===== src/rtl/accum48_pkg.sv =====
// Shared constants and types for the 48-bit add/subtract accumulator.
package accum48_pkg;

    localparam int ACC_W = 48;

    // Encoding of the ADD_SUB control bit.
    localparam logic OP_ADD = 1'b0;
    localparam logic OP_SUB = 1'b1;

    typedef logic [ACC_W-1:0] acc_word_t;

endpackage


===== src/rtl/accum48_addsub.sv =====
// Registered 48-bit add/subtract-accumulate stage; P feeds back as the Z operand.
module accum48_addsub
    import accum48_pkg::*;
(
    input  logic      CLK,
    input  logic      RST,
    input  acc_word_t operand,
    input  logic      add_sub,
    output acc_word_t p
);

    acc_word_t p_reg;
    acc_word_t p_next;

    // Plain modulo-2^48 arithmetic so the adder maps onto a DSP post-adder.
    always_comb begin
        p_next = p_reg;
        case (add_sub)
            OP_ADD:  p_next = p_reg + operand;
            default: p_next = p_reg - operand;
        endcase
    end

    always_ff @(posedge CLK or negedge RST) begin
        if (!RST) begin
            p_reg <= '0;
        end else begin
            p_reg <= p_next;
        end
    end

    assign p = p_reg;

endmodule


===== src/rtl/accum48.sv =====
// Accumulator top: optional input register stage feeding the add/subtract-accumulate stage.
module accum48
    import accum48_pkg::*;
#(
    parameter int A_W    = 24,
    parameter int C_W    = 24,
    parameter int IN_REG = 1
) (
    input  logic           CLK,
    input  logic           RST,
    input  logic [A_W-1:0] A_IN,
    input  logic [C_W-1:0] C_IN,
    input  logic           ADD_SUB,
    output logic [ACC_W-1:0] ACCUM48_OUT
);

    acc_word_t operand_stage;
    logic      add_sub_stage;

    generate
        if (IN_REG == 1) begin : g_in_reg
            acc_word_t operand_reg;
            logic      add_sub_reg;

            // Mode bit travels with its operand so a mode change never skews by a cycle.
            always_ff @(posedge CLK or negedge RST) begin
                if (!RST) begin
                    operand_reg <= '0;
                    add_sub_reg <= OP_ADD;
                end else begin
                    operand_reg <= {A_IN, C_IN};
                    add_sub_reg <= ADD_SUB;
                end
            end

            assign operand_stage = operand_reg;
            assign add_sub_stage = add_sub_reg;
        end else begin : g_no_in_reg
            assign operand_stage = {A_IN, C_IN};
            assign add_sub_stage = ADD_SUB;
        end
    endgenerate

    accum48_addsub u_addsub (
        .CLK     (CLK),
        .RST     (RST),
        .operand (operand_stage),
        .add_sub (add_sub_stage),
        .p       (ACCUM48_OUT)
    );

endmodule


===== config.mk =====
export PLATFORM = sky130hd
export DESIGN_NAME = accum48
export DESIGN_NICKNAME = d
export VERILOG_FILES = /design/src/rtl/accum48_pkg.sv /design/src/rtl/accum48_addsub.sv /design/src/rtl/accum48.sv
export SDC_FILE = /design/constraint.sdc
export NUM_CORES = 1
export LEC_CHECK = 0
export BUFFER_PORTS_ARGS = -buffer_cell sky130_fd_sc_hd__buf_4
export CAP_MARGIN = 10
export CORE_MARGIN = 10
export CORE_UTILIZATION = 52
export DETAILED_ROUTE_END_ITERATION = 7
export GPL_TIMING_DRIVEN = 0
export PLACE_DENSITY_LB_ADDON = 0.1
export SLEW_MARGIN = 20
export SYNTH_ARGS = -nofsm -noshare
export SYNTH_HDL_FRONTEND = slang
export SYNTH_SLANG_ARGS = --single-unit
export TNS_END_PERCENT = 50

===== constraint.sdc =====
create_clock -name CLK -period 3.7 [get_ports CLK]
set_input_delay 0.185 -clock CLK [delete_from_list [all_inputs] [get_ports CLK]]
set_output_delay 0.185 -clock CLK [all_outputs]
set_load 0.01 [all_outputs]

==> impl_results.md <==
* Top cell type's share of synthesized area at 0.385
* Post-route cell area at 0.00947 mm²
* Global-route wire length before repair at 30900 µm
* Met3 WL at 1480 µm
* Crit end category: flop
* Maximum VDD drop at 0.362 mV
* Crit-path cells: or4_4 -> or3_4 -> nor4_4 -> and2_4 -> a31oi_1 -> xnor2_1 -> ha_1 -> a21oi_1 -> inv_1 -> o31ai_4 -> o31ai_2 -> o21ai_2 -> nand3_1 -> nor3b_2
* Final HPWL DP at 13700 µm
* R2R Path Start: g_in_reg.operand_reg[18]
* Post-Synth Adder-Cell Area at 0.100
* Worst skew pair latency at 0.36 ns
* Die footprint at 0.0169 mm²
* Hold Path Class: primary input to async pin
* Nets at 992
* CTS buffer count at 9
* Post-Synthesis Cells at 679
* Fin. Hold Viols at 0
* Via Count at 6237
* Die height at 130 µm
* WL/cell at 19.9 µm
* Ys flop type: dfrtp_1
* Number of max-cap violations at 0
* Worst Path Class, Setup: flop to flop
* Internal Power at 4.56 mW
* Seq/Total Area, Yosys at 0.385
* N_diodes at 0
* Switching Fraction at 0.438
* Post-synthesis simple-gate area fraction at 0.162
* RR Endpoint: u_addsub.p[45]
* Clk sinks at 97
* Root buf cell: clkbuf_16
* Clock slew at reported path FFs at 0.07 ns
* Synth Area in Compound Gates at 0.197
* Largest family of logic cells by synthesized area: compound AO/OA/AOI/OAI gates
* Logic pwr share at 0.662
* Metal2 WL at 10200 µm
* Area delta synth->final at 50.1%
* CTS max path bufs at 2
* Status: finished, violations left
* Placed instance area at 0.00733 mm²
* Clk_skew at 0.00761 ns
* DRC Markers at 0
* Worst Tran Pin Value at 0.873 ns
* Gpl congestion at 0.957
* Fmax at 233 MHz
* Top area cells in the synthesized netlist: dfrtp_1 (38%), ha_1 (9.7%), xnor2_1 (9.4%), a21oi_1 (5.9%), nor2_1 (3.6%)
* Max FO, Critical Path at 6
* Leading area contributor after synthesis: dfrtp_1
* RSZ-0062 raised after global routing: yes
* Initial antenna violation count at 0
* Failing checks: negative setup slack
* Starting Density at 0.527
* Share of cells above drive strength 1 at 0.363
* Seq pwr share at 0.208
* Number of global-route vias before repair at 6227
* Core area at 0.0120 mm²
* CP arrival at 4.54 ns
* Dpl ws at -0.774 ns
* DR vias/cell at 5.99
* DR pass1 iterations at 5
* Row count at 40
* Mux contribution to synthesized area at 0.00317
* Ys async rst share at 1.00
* Synth unique cells at 59
* Met1 wire length at 8420 µm
* Max layer used: met4
* Total Wirelength at 20700 µm
* Final Cycle Share at 1.16
* Syn_nets at 780
* Top cells by count, synth: dfrtp_1 (97), a21oi_1 (74), xnor2_1 (68), nor2_1 (60), ha_1 (49)
* YS warnings at 0
* Number of port buffers at 98
* Leakage at 4.13 nW
* Reg2Reg Setup Slack at -0.60 ns
* CP Launch Type: flop
* Crit-path slowest cell: or4_4
* GR Util All Layers at 0.232
* Cells on worst reg2reg path at 14
* Slew Limit Fails at 0
* 1st-iter DRT viols at 465
* Count leader, synth: dfrtp_1
* Final Setup Violations at 24
* Cell Pwr Density at 857 mW/mm²
* P_sw at 3.56 mW
* Post-synth EDFFs at 0
* Xor-xnor portion of the synthesized cell area at 0.123
* CTS tree: built
* Htree depth at 3
* Slew HR at 0.418
* Min Tclk post-route at 4.30 ns
* I/O pins at 99
* Width of the die at 130 µm
* Slack of the critical path at -0.599 ns
* Total congestion overflow at 0
* Remaining antenna violation count at 0
* Avg Cell Area, Syn at 9.29 µm²
* Hold_ws at 0.468 ns
* Syn Std Cell Area at 0.00631 mm²
* Seq cells post-synth at 97
* Clk pwr share at 0.130
* Largest net degree at the start of global routing at 98
* Slowest Stage Delay on Critical Path at 0.53 ns
* Req. time, crit path at 3.94 ns
==> repair_timing <==
| action | in CTS | in global routing |
|---|---|---|
| pin swaps | 33 | 48 |
| endpoints found under the setup margin | 26 | 31 |
| endpoints found under the hold margin | 146 | 0 |
| hold buffers | 50 | 0 |
| resized for setup | 80 | 110 |
| gates cloned | 0 | 0 |
| setup buffers | 28 | 34 |
==> final cells by class <==
| class | count | area [µm²] |
|---|---|---|
| tap | 147 | 184 |
| multi-input combinational | 537 | 4650 |
| timing repair buffer | 209 | 1720 |
| buffer | 10 | 57.6 |
| inverter | 27 | 101 |
| clock inverter | 5 | 85.1 |
| clock buffer | 10 | 239 |
| sequential | 97 | 2430 |
| fill | 719 | 2490 |
==> power by group through the flow <==
stage                     sequential, mW  combinational (mW)  clock, mW
after global placement              1.65                3.83          0
after floorplan                     1.73                2.62          0
after global routing                1.72                5.78       1.10
after CTS                           1.65                4.49       1.05
final                               1.69                5.38       1.05
after detailed placement            1.66                3.89          0
==> metrics by stage <==
step                      setup TNS [ns]  cells  utilization  power (mW)
after global routing              -11.81   1042        0.791        8.61
after global placement            -13.33    924        0.612        5.48
after detailed placement          -13.22    924        0.613        5.55
after CTS                          -6.84   1011        0.726        7.19
after floorplan                   -0.849    679            -        4.35
final                              -8.72   1042        0.791        8.12
==> kinds of logic after synthesis <==
family,after synthesis
AND/OR/NAND/NOR,201
AO/OA/AOI/OAI,196
flip-flops,97
XOR/XNOR,88
adder cells (fa/ha/maj),50
buffers and inverters,45
multiplexers,2
==> worst max-delay path, delay by kind of cell, from the launching register on <==
| kind | cells | cell delay, ns |
|---|---|---|
| AND/OR/NAND/NOR | 6 | 1.71 |
| AO/OA/AOI/OAI | 5 | 1.18 |
| adder cells (fa/ha/maj) | 1 | 0.42 |
| flip-flops | 1 | 0.40 |
| XOR/XNOR | 1 | 0.28 |
| buffers and inverters | 1 | 0.19 |
==> cell usage in the layout (no fill, tap or decap), types with 16 or more instances in the layout <==
cell type	instances
xnor2_1	55
nor3_1	17
ha_1	27
a21o_1	27
a21oi_2	24
ha_4	16
nand2_1	35
dlygate4sd3_1	50
xor2_1	18
buf_4	152
nor2_1	52
inv_1	25
a21oi_1	45
dfrtp_1	97
nand3_1	17
==> per-layer routing <==
layer / global-route usage / vias to the layer above
met5: 0 / -
met4: 0.0860 / 0
met3: 0.0434 / 52
met2: 0.389 / 274
met1: 0.290 / 3036
li1: - / 2875
==> worst max path at each step <==
stage                              from              to  slack [ns]  cells after the start
3_3_place_gp   g_in_reg.operand_reg[11]  u_addsub.p[47]       -0.77                     14
2_1_floorplan  g_in_reg.operand_reg[11]  u_addsub.p[45]       -0.14                     16
6_report       g_in_reg.operand_reg[18]  u_addsub.p[45]       -0.60                     14
3_5_place_dp   g_in_reg.operand_reg[11]  u_addsub.p[47]       -0.77                     14
5_1_grt        g_in_reg.operand_reg[17]  u_addsub.p[45]       -0.70                     16
4_1_cts        g_in_reg.operand_reg[11]  u_addsub.p[45]       -0.48                     16
(Power assumes the default switching activity.)
